### config.mk
export PLATFORM = sky130hd
export DESIGN_NAME = exe_issue
export DESIGN_NICKNAME = d
export VERILOG_FILES = /design/src/rtl/exe_issue.sv
export SDC_FILE = /design/constraint.sdc
export NUM_CORES = 1
export LEC_CHECK = 0
export ABC_AREA = 1
export BUFFER_PORTS_ARGS = -buffer_cell sky130_fd_sc_hd__buf_2
export CORE_AREA = 5 5 161 163
export DETAILED_ROUTE_END_ITERATION = 6
export DIE_AREA = 0 0 166 168
export PLACE_DENSITY = 0.87
export SLEW_MARGIN = 20
export SYNTH_ARGS = -nofsm -noshare
export SYNTH_HDL_FRONTEND = slang
export SYNTH_SLANG_ARGS = --single-unit
export TNS_END_PERCENT = 50
### constraint.sdc
create_clock -name clk -period 28.1 [get_ports clk]
set_input_delay 5.62 -clock clk [delete_from_list [all_inputs] [get_ports clk]]
set_output_delay 5.62 -clock clk [all_outputs]
set_load 0.03 [all_outputs]
### src/rtl/exe_issue.sv
// Issue stage: 2-entry op buffer feeding the execute ALU, holding operands
// across ALU bubbles and returning the captured result on a valid/ready port.
module exe_issue #(
  parameter int FUNC_W = 5,
  parameter int TAG_W  = 8
) (
  input  logic              clk,
  input  logic              resetn,
  input  logic              flush,
  input  logic              in_valid,
  output logic              in_ready,
  input  logic [63:0]       in_a,
  input  logic [63:0]       in_b,
  input  logic [FUNC_W-1:0] in_func,
  input  logic              in_choose,
  input  logic [TAG_W-1:0]  in_tag,
  output logic [63:0]       alu_a,
  output logic [63:0]       alu_b,
  output logic [FUNC_W-1:0] alu_func,
  output logic              alu_choose,
  output logic              alu_valid,
  input  logic              alu_bubble,
  input  logic [63:0]       alu_result,
  output logic              out_valid,
  input  logic              out_ready,
  output logic [63:0]       out_result,
  output logic [TAG_W-1:0]  out_tag
);

  typedef enum logic [1:0] {IDLE, BUSY, DONE} state_t;

  state_t            state_q, state_d;
  logic [1:0]        count_q, count_d;
  logic              wr_ptr_q, wr_ptr_d;
  logic              rd_ptr_q, rd_ptr_d;
  logic [63:0]       out_result_q;
  logic [TAG_W-1:0]  out_tag_q;

  logic [63:0]       fa_q      [2];
  logic [63:0]       fb_q      [2];
  logic [FUNC_W-1:0] ffunc_q   [2];
  logic              fchoose_q [2];
  logic [TAG_W-1:0]  ftag_q    [2];

  logic push;
  logic pop;

  assign in_ready = resetn && (count_q != 2'd2);
  assign push     = in_valid && in_ready && !flush;
  // A flushed op must never land in the output register.
  assign pop      = (state_q == BUSY) && !alu_bubble && !flush;

  assign alu_a      = fa_q[rd_ptr_q];
  assign alu_b      = fb_q[rd_ptr_q];
  assign alu_func   = ffunc_q[rd_ptr_q];
  assign alu_choose = fchoose_q[rd_ptr_q];
  assign alu_valid  = (state_q == BUSY);

  assign out_valid  = (state_q == DONE);
  assign out_result = out_result_q;
  assign out_tag    = out_tag_q;

  always_comb begin
    state_d  = state_q;
    count_d  = count_q;
    wr_ptr_d = wr_ptr_q;
    rd_ptr_d = rd_ptr_q;
    if (push) wr_ptr_d = ~wr_ptr_q;
    if (pop)  rd_ptr_d = ~rd_ptr_q;
    case ({push, pop})
      2'b10:   count_d = count_q + 2'd1;
      2'b01:   count_d = count_q - 2'd1;
      default: count_d = count_q;
    endcase
    // Decisions look at the post-push count so a fresh op starts next cycle.
    case (state_q)
      IDLE:    if (count_d != 2'd0) state_d = BUSY;
      BUSY:    if (pop) state_d = DONE;
      DONE:    if (out_ready) state_d = (count_d != 2'd0) ? BUSY : IDLE;
      default: state_d = IDLE;
    endcase
    if (flush) begin
      state_d  = IDLE;
      count_d  = 2'd0;
      wr_ptr_d = 1'b0;
      rd_ptr_d = 1'b0;
    end
  end

  always_ff @(posedge clk) begin
    if (!resetn) begin
      state_q      <= IDLE;
      count_q      <= 2'd0;
      wr_ptr_q     <= 1'b0;
      rd_ptr_q     <= 1'b0;
      out_result_q <= 64'd0;
      out_tag_q    <= '0;
    end else begin
      state_q  <= state_d;
      count_q  <= count_d;
      wr_ptr_q <= wr_ptr_d;
      rd_ptr_q <= rd_ptr_d;
      if (pop) begin
        out_result_q <= alu_result;
        out_tag_q    <= ftag_q[rd_ptr_q];
      end
    end
  end

  always_ff @(posedge clk) begin
    if (push) begin
      fa_q[wr_ptr_q]      <= in_a;
      fb_q[wr_ptr_q]      <= in_b;
      ffunc_q[wr_ptr_q]   <= in_func;
      fchoose_q[wr_ptr_q] <= in_choose;
      ftag_q[wr_ptr_q]    <= in_tag;
    end
  end

endmodule

==> impl_metrics.env, run 1 <==
export IMPL_status="complete, no violations"
export IMPL_syn_area_um2=13100
export IMPL_synth_common_cells="edfxtp_1, nor2_1, mux2_2, dfxtp_1, o21ai_0"
export IMPL_regArea_um2=10100
export IMPL_die_w_um=166
export IMPL_finalHoldViolCount=0
export IMPL_die_height_um=168
export IMPL_via_per_inst=5.20
export IMPL_synth_top_cell_area_share=0.649
export IMPL_fin_setup_tns_ps=0
export IMPL_cts_hold_buf=0
export IMPL_crit_type="input pin to primary output"
export IMPL_wl_per_cell_um=20.1
export IMPL_antenna_found_initial=10
export IMPL_synth_flop_cell="edfxtp_1"
export IMPL_grt_overflow=0
export IMPL_cts_buffers=37
export IMPL_cts_root_buffer="clkbuf_16"
export IMPL_dp_slack_ps=15830
export IMPL_nNetsFinal=1461
export IMPL_post_cts_setup_buffers=0
export IMPL_clockBufferDepth=3
export IMPL_p_per_area_nw_per_um2=68.1
export IMPL_crit_required_ps=22480
export IMPL_fill_cells=1612
export IMPL_core_area_um2=24200
export IMPL_hold_ws_ps=510
export IMPL_gp_congestion=0.813
export IMPL_hp_class="register to register"
export IMPL_setup_viol=0
export IMPL_grt_max_degree=75
export IMPL_synth_largest_area_cell="edfxtp_1"
export IMPL_grt_pass1_wl_mm=48.5
export IMPL_rows=57
export IMPL_max_freq_mhz=81.4
export IMPL_slew_viol_final=0
export IMPL_yosysUniqueCellTypes=23
export IMPL_grt_usage=0.221
export IMPL_hpwlAfterDp_mm=22.1
export IMPL_post_synth_top_count_cell="edfxtp_1"
export IMPL_synth_area_per_cell_um2=16.0
export IMPL_wirelength_mm=32.2
export IMPL_cts_max_level=2
export IMPL_drive_gt1_frac=0.489
export IMPL_cp_max_fo=73
export IMPL_drt_iter0_markers=720
export IMPL_final_antenna_net_count=0
export IMPL_syn_inst=821
export IMPL_synth_edf_count=284
export IMPL_crit_chain="buf_2 -> buf_4 -> inv_1 -> a21oi_1 -> buf_2"
export IMPL_finalWorstSetupSlack_ps=15820
export IMPL_grt_pass1_vias=8671
export IMPL_cts_clk_slew_worst_paths_ps=50
export IMPL_firstDrtPassIters=5
export IMPL_start_util=0.544
export IMPL_p_leak_nw=6.76
export IMPL_routed_via_count=8350
export IMPL_dieArea_um2=27900
export IMPL_pin_count=421
export IMPL_peakVddDrop_v=0.0000443
export IMPL_multi_input_area_um2=2680
export IMPL_critPathBufInv=4
export IMPL_crit_slowest_cell="buf_4"
export IMPL_insertion_delay_ps=500
export IMPL_max_stage_delay_ps=460
export IMPL_finalCriticalPeriod_ps=12280
export IMPL_synthToLayoutAreaGrowth_pct=26.6
export IMPL_worst_pin_slew_ps=847
export IMPL_post_route_period_util=0.437
export IMPL_slew_limit_headroom=0.434
export IMPL_cts_resized=0
export IMPL_synthArstFlopShare=0
export IMPL_startpoint_type="input pin"
export IMPL_use_met3=0.0624
export IMPL_clock_sinks=363
export IMPL_top_usage_layer="met2"
export IMPL_yosysSeqAreaShare=0.769
export IMPL_drc=0
export IMPL_synth_nets=1034
export IMPL_maxCapViolCount=0
export IMPL_gr_usage_met2=0.399
export IMPL_cp_common_cell="buf_2"
export IMPL_use_met1=0.253
export IMPL_cp_top_family="buffers and inverters"
export IMPL_ys_warn_count=0
export IMPL_port_buffer_count=420
export IMPL_skew_ps=14.2
export IMPL_cts_tree="yes"
export IMPL_synth_area_leaders="edfxtp_1, dfxtp_1, mux2_2"
export IMPL_crit_path_end_kind="primary output"
export IMPL_synth_seq_cells=363
export IMPL_worstPathArrival_ps=6660
export IMPL_rsz0062_at_grt="false"
[cells by family after synthesis]
kind of cell | share of synthesized area
AND/OR/NAND/NOR | 0.0541
AO/OA/AOI/OAI | 0.0318
multiplexers | 0.115
adder cells (fa/ha/maj) | 0.000951
XOR/XNOR | 0.000666
buffers and inverters | 0.0288
flip-flops | 0.769
[path summary, 6_finish.rpt]
| kind | startpoint | end | slack (ps) | cells after the start |
|---|---|---|---|---|
| setup / recovery | resetn | in_ready | 15820 | 5 |
| hold reg to reg | out_result[23]$_SDFFE_PN0P_ | out_result[23]$_SDFFE_PN0P_ | 510 | 2 |
| hold / removal | out_result[23]$_SDFFE_PN0P_ | out_result[23]$_SDFFE_PN0P_ | 510 | 2 |
| setup reg to reg | count_q[0]$_SDFF_PP0_ | fa_q[1][34]$_DFFE_PP_ | 25470 | 3 |
[metal layers]
metal  vias to the layer above  share of wire
li1                       3838              -
met1                      3986           0.36
met2                       448           0.52
met3                        72          0.083
met4                         6          0.035
met5                         -         0.0011
[tightest hold or removal path, stage by stage (launching register included)]
cell	delay, ps
dfxtp_1	320
o21ai_0	80
nor2_1	70
[per-stage QoR]
| step | instances | area, um^2 | total power, mW | utilization |
|---|---|---|---|---|
| 2_1_floorplan | 821 | 13100 | 0.634 | - |
| 3_3_place_gp | 1533 | 15400 | 0.659 | 0.637 |
| 3_5_place_dp | 1533 | 15400 | 0.662 | 0.637 |
| 4_1_cts | 1600 | 16600 | 1.14 | 0.688 |
| 5_1_grt | 1606 | 16600 | 1.18 | 0.689 |
| 6_report | 1606 | 16600 | 1.13 | 0.689 |
[layout by cell type, fill, tap and decap left out, types with 2 or more instances in the layout]
| master | n |
|---|---|
| dfxtp_1 | 78 |
| nor2_1 | 147 |
| clkinv_2 | 4 |
| o21ai_0 | 64 |
| nor2_4 | 3 |
| o21ai_1 | 10 |
| diode_2 | 6 |
| bufinv_16 | 3 |
| edfxtp_1 | 284 |
| inv_6 | 2 |
| mux2_2 | 134 |
| buf_2 | 420 |
| a21oi_1 | 8 |
| nand2_1 | 30 |
| inv_1 | 11 |
| clkbuf_1 | 10 |
| clkbuf_16 | 39 |
| clkinv_1 | 4 |
| clkbuf_8 | 4 |
| buf_4 | 9 |
| inv_2 | 2 |
| nand3_1 | 2 |
[state kept, by name, summed over array words and instances, names as in the netlist, named ones only]
| name | count |
|---|---|
| fb_q | 128 |
| ftag_q | 16 |
| wr_ptr_q | 1 |
| rd_ptr_q | 1 |
| out_tag | 8 |
| count_q | 2 |
| out_result | 64 |
| ffunc_q | 10 |
| fa_q | 128 |
| state_q | 2 |
| fchoose_q | 2 |
[power breakdown]
part           switching, mW  internal (mW)  total, mW
Combinational         0.0377         0.0222     0.0599
Clock                  0.190          0.293      0.483
Sequential           0.00282          0.588      0.591
Total                  0.230          0.903       1.13
[area by class of cell]
type	count	area share
flip-flops and latches	363	0.608
clock inverters	14	0.00902
inverters	13	0.00293
repair buffers	429	0.130
clock buffers	53	0.0642
multi-input cells	404	0.161
diodes	6	0.000902
well taps	324	0.0244
Note: power is estimated with default switching activity, not from simulation.
==> run 2: changes to the inputs <==
--- a/config.mk
+++ b/config.mk
@@ -7,10 +7,10 @@
 export LEC_CHECK = 0
 export ABC_AREA = 1
 export BUFFER_PORTS_ARGS = -buffer_cell sky130_fd_sc_hd__buf_2
-export CORE_AREA = 5 5 161 163
+export CORE_AREA = 5 5 176 178
 export DETAILED_ROUTE_END_ITERATION = 6
-export DIE_AREA = 0 0 166 168
-export PLACE_DENSITY = 0.87
+export DIE_AREA = 0 0 181 183
+export PLACE_DENSITY = 0.77
 export SLEW_MARGIN = 20
 export SYNTH_ARGS = -nofsm -noshare
 export SYNTH_HDL_FRONTEND = slang
==> constraint.sdc (replaced) <==
create_clock -name clk -period 10.74 [get_ports clk]
set_input_delay 2.148 -clock clk [delete_from_list [all_inputs] [get_ports clk]]
set_output_delay 2.148 -clock clk [all_outputs]
set_load 0.03 [all_outputs]
==> impl_metrics.env, run 2 (synthesis gave the netlist of run 1 again) <==
export IMPL_status="complete, no violations"
export IMPL_cp_max_fo=73
export IMPL_wl_per_cell_um=18.3
export IMPL_dieArea_um2=33100
export IMPL_clockBufferDepth=3
export IMPL_wirelength_mm=30.6
export IMPL_hp_class="register to register"
export IMPL_insertion_delay_ps=500
export IMPL_pin_count=421
export IMPL_crit_required_ps=8590
export IMPL_p_leak_nw=6.71
export IMPL_layout_common_cells="buf_2, edfxtp_1, nor2_1"
export IMPL_die_height_um=183
export IMPL_drc=0
export IMPL_slew_limit_headroom=0.302
export IMPL_met2_length_mm=15.2
export IMPL_port_buffer_count=420
export IMPL_grt_usage=0.175
export IMPL_hpwlAfterDp_mm=20.9
export IMPL_placed_area_um2=15500
export IMPL_max_freq_mhz=187
export IMPL_cts_max_level=2
export IMPL_cts_hold_buf=0
export IMPL_finalCriticalPeriod_ps=5360
export IMPL_drt_iter0_markers=430
export IMPL_rsz0062_at_grt="false"
export IMPL_slew_viol_final=0
export IMPL_clock_sinks=363
export IMPL_routed_via_count=8137
export IMPL_final_antenna_net_count=0
export IMPL_crit_type="input pin to primary output"
export IMPL_setup_viol=0
export IMPL_p_per_area_nw_per_um2=174
export IMPL_crit_slowest_cell="buf_4"
export IMPL_peakVddDrop_v=0.000130
export IMPL_cts_resized=0
export IMPL_design_area_um2=16600
export IMPL_antenna_found_initial=4
export IMPL_firstDrtPassIters=5
export IMPL_synthToLayoutAreaGrowth_pct=26.5
export IMPL_crit_chain="buf_2 -> buf_4 -> inv_1 -> a21oi_1 -> buf_2"
export IMPL_startpoint_type="input pin"
export IMPL_skew_ps=11.3
export IMPL_core_area_um2=29200
export IMPL_post_route_period_util=0.499
export IMPL_via_per_inst=4.88
export IMPL_fin_setup_tns_ps=0
export IMPL_start_util=0.450
export IMPL_post_cts_setup_buffers=0
export IMPL_grt_overflow=0
export IMPL_drive_gt1_frac=0.485
export IMPL_nNetsFinal=1460
export IMPL_crit_path_end_kind="primary output"
export IMPL_grt_pass1_vias=8462
export IMPL_cts_clk_slew_worst_paths_ps=60
export IMPL_drt_met1_wl_mm=11.1
export IMPL_cts_tree="yes"
export IMPL_worst_pin_slew_ps=1050
export IMPL_grt_max_degree=76
export IMPL_max_stage_delay_ps=480
export IMPL_final_common_cell="buf_2"
export IMPL_cts_buffers=37
export IMPL_rows=63
export IMPL_maxUsedRoutingLayer="met5"
export IMPL_grt_pass1_wl_mm=46.2
export IMPL_worstPathArrival_ps=3210
export IMPL_cts_root_buffer="clkbuf_16"
export IMPL_die_w_um=181
export IMPL_finalHoldViolCount=0
export IMPL_wl_met3_mm=3.49
export IMPL_hold_ws_ps=498
export IMPL_maxCapViolCount=0
export IMPL_cp_common_cell="buf_2"
export IMPL_gp_congestion=0.843
run 2: cell count changes in the layout (fill, tap and decap cells not counted):
cell	change
bufinv_16	-2
inv_6	-1
inv_4	+1
clkbuf_1	+1
clkbuf_2	+2
buf_4	-1
clkbuf_8	-3
diode_2	-5
clkinv_1	+3
clkinv_2	-2
clkinvlp_4	+1
run 2: path summary, 6_finish.rpt:
path,start,end,slack (ps),cells after the start
min,out_result[40]$_SDFFE_PN0P_,out_result[40]$_SDFFE_PN0P_,500,2
max reg2reg,count_q[0]$_SDFF_PP0_,fa_q[1][52]$_DFFE_PP_,7740,4
min reg2reg,out_result[40]$_SDFFE_PN0P_,out_result[40]$_SDFFE_PN0P_,500,2
max,resetn,in_ready,5380,5
run 2: through the flow:
stage | instances | setup WS [ps] | power [mW] | util
2_1_floorplan | 821 | 1470 | 1.66 | -
4_1_cts | 1665 | 5400 | 2.93 | 0.568
5_1_grt | 1665 | 5230 | 3.01 | 0.568
6_report | 1666 | 5380 | 2.90 | 0.569
3_5_place_dp | 1598 | 5090 | 1.73 | 0.530
3_3_place_gp | 1598 | 5130 | 1.73 | 0.530
run 2: routing by layer:
layer	track usage	up-vias
li1	-	3834
met1	0.203	3864
met2	0.305	381
met3	0.0700	52
met4	0.0471	6
met5	0	-
run 2: worst max-delay path: cells and delay by family:
family / cells / cell delay (ps)
compound gates: 1 / 130
buf+inv: 4 / 890
run 2: cell type report:
type | count | area (um^2)
fillers | 2361 | 12600
flip-flops and latches | 363 | 10100
multi-input cells | 404 | 2680
repair buffers | 428 | 2160
clock buffers | 53 | 1040
well taps | 390 | 488
clock inverters | 14 | 96.3
inverters | 13 | 48.8
diodes | 1 | 2.50
run 2: report_power, final:
part,internal [mW],switching [mW]
Sequential,1.54,0.00732
Combinational,0.0580,0.0972
Clock,0.700,0.494
Total,2.30,0.599
==> run 3: changes to the inputs <==
--- a/config.mk
+++ b/config.mk
@@ -7,10 +7,10 @@
 export LEC_CHECK = 0
 export ABC_AREA = 1
 export BUFFER_PORTS_ARGS = -buffer_cell sky130_fd_sc_hd__buf_2
-export CORE_AREA = 5 5 176 178
+export CORE_AREA = 5 5 167 169
 export DETAILED_ROUTE_END_ITERATION = 6
-export DIE_AREA = 0 0 181 183
-export PLACE_DENSITY = 0.77
+export DIE_AREA = 0 0 172 174
+export PLACE_DENSITY = 0.81
 export SLEW_MARGIN = 20
 export SYNTH_ARGS = -nofsm -noshare
 export SYNTH_HDL_FRONTEND = slang
==> constraint.sdc (replaced) <==
create_clock -name clk -period 5.08 [get_ports clk]
set_input_delay 1.016 -clock clk [delete_from_list [all_inputs] [get_ports clk]]
set_output_delay 1.016 -clock clk [all_outputs]
set_load 0.03 [all_outputs]
==> impl_metrics.env, run 3 (synthesis gave the netlist of run 1 again) <==
export IMPL_crit_path_end_kind="primary output"
export IMPL_finalWorstSetupSlack_ps=1630
export IMPL_cts_buffers=37
export IMPL_worstPathArrival_ps=2440
export IMPL_maxCapViolCount=0
export IMPL_critPathBufInv=2
export IMPL_firstDrtPassIters=4
export IMPL_wl_per_cell_um=19.2
export IMPL_post_route_period_util=0.680
export IMPL_cts_clk_slew_worst_paths_ps=60
export IMPL_via_per_inst=5.05
export IMPL_startpoint_type="register"
export IMPL_port_buffer_count=420
export IMPL_crit_chain="buf_12 -> mux2_2 -> buf_2"
export IMPL_antenna_found_initial=13
export IMPL_hpwlAfterDp_mm=21.9
export IMPL_p_per_area_nw_per_um2=368
export IMPL_cts_root_buffer="clkbuf_16"
export IMPL_insertion_delay_ps=500
export IMPL_drt_iter0_markers=533
export IMPL_clock_sinks=363
export IMPL_die_height_um=174
export IMPL_finalHoldViolCount=0
export IMPL_start_util=0.498
export IMPL_cp_top_family="flip-flops"
export IMPL_crit_type="register to primary output"
export IMPL_drive_gt1_frac=0.488
export IMPL_cts_resized=0
export IMPL_setup_viol=0
export IMPL_final_common_cell="buf_2"
export IMPL_die_w_um=172
export IMPL_max_stage_delay_ps=800
export IMPL_slew_limit_headroom=0.510
export IMPL_slew_viol_final=0
export IMPL_worst_pin_slew_ps=735
export IMPL_cp_max_fo=83
export IMPL_cts_max_level=2
export IMPL_hp_class="register to register"
export IMPL_cts_tree="yes"
export IMPL_wirelength_mm=31.1
export IMPL_pin_count=421
export IMPL_synthToLayoutAreaGrowth_pct=26.6
export IMPL_crit_required_ps=4060
export IMPL_grt_usage=0.197
export IMPL_fill_cells=1979
export IMPL_core_area_um2=26400
export IMPL_post_cts_setup_buffers=0
export IMPL_rows=60
export IMPL_multi_input_area_um2=2680
export IMPL_skew_ps=11.1
export IMPL_cts_hold_buf=0
export IMPL_status="complete, no violations"
export IMPL_peakVddDrop_v=0.000296
export IMPL_grt_overflow=0
export IMPL_dieArea_um2=29900
export IMPL_clockBufferDepth=3
export IMPL_finalCriticalPeriod_ps=3450
export IMPL_rsz0062_at_grt="false"
export IMPL_grt_max_degree=84
export IMPL_dp_slack_ps=1930
export IMPL_drc=0
export IMPL_p_total_mw=6.13
export IMPL_final_antenna_net_count=0
export IMPL_p_leak_nw=6.73
export IMPL_grt_pass1_wl_mm=46.3
export IMPL_grt_pass1_vias=8642
export IMPL_max_freq_mhz=289
export IMPL_layout_common_cells="buf_2, edfxtp_1, nor2_1"
export IMPL_nNetsFinal=1462
export IMPL_regArea_um2=10100
export IMPL_gp_congestion=0.788
export IMPL_crit_slowest_cell="dfxtp_4"
export IMPL_routed_via_count=8205
export IMPL_final_util=0.630
export IMPL_hold_ws_ps=499
## run 3: changes by cell type in the layout (fill, tap and decap cells not counted), sizes merged
| cell | change |
|---|---|
| clkbuf | +1 |
| diode | +5 |
| clkinvlp | -1 |
| clkinv | -1 |
| bufinv | +1 |
| buf | +2 |
## run 3: area by class of cell
| cell class | count | share of cell area |
|---|---|---|
| antenna | 6 | 0.000902 |
| clock buffer | 54 | 0.0602 |
| tap | 341 | 0.0256 |
| sequential | 363 | 0.608 |
| clock inverter | 13 | 0.00759 |
| inverter | 13 | 0.00293 |
| timing repair buffer | 430 | 0.135 |
| multi-input combinational | 404 | 0.161 |
## run 3: routing by layer
| layer | part of all wire | track usage |
|---|---|---|
| met5 | 0.0025 | 0 |
| met4 | 0.031 | 0.0658 |
| met3 | 0.11 | 0.0746 |
| met2 | 0.51 | 0.355 |
| met1 | 0.34 | 0.211 |
## run 3: per-stage QoR
step / cells / instance area, um^2 / TNS [ps]
floorplan: 821 / 13200 / -192570
global placement: 1551 / 15500 / 0
detailed placement: 1551 / 15500 / 0
CTS: 1618 / 16600 / 0
global route: 1624 / 16600 / 0
finish: 1624 / 16600 / 0
## run 3: worst paths after layout
path / startpoint / to / slack [ps] / cells past startpoint
worst max-delay path: register / alu_func[1] / 1630 / 3
worst min-delay path: out_result[39]$_SDFFE_PN0P_ / out_result[39]$_SDFFE_PN0P_ / 500 / 2
worst max register to register: state_q[1]$_SDFFE_PP0P_ / state_q[0]$_SDFFE_PP0P_ / 2920 / 12
worst min register to register: out_result[39]$_SDFFE_PN0P_ / out_result[39]$_SDFFE_PN0P_ / 500 / 2
## run 3: report_power, final
part           total (mW)  internal [mW]  leakage (nW)  switching (mW)
logic               0.331          0.125          2.96           0.206
clock network        2.53           1.48         0.552            1.05
registers            3.27           3.25          3.22          0.0152
total                6.13           4.86          6.73            1.27
## run 3: worst register-to-register path, cell delays in order (launching register included)
cell,delay [ps]
dfxtp_1,310
inv_1,80
nand2_2,60
nor2_2,90
inv_2,70
nor2_4,90
buf_4,530
ha_1,380
inv_1,80
nand4_1,130
nand3_1,110
nand2_1,50
a21oi_1,120
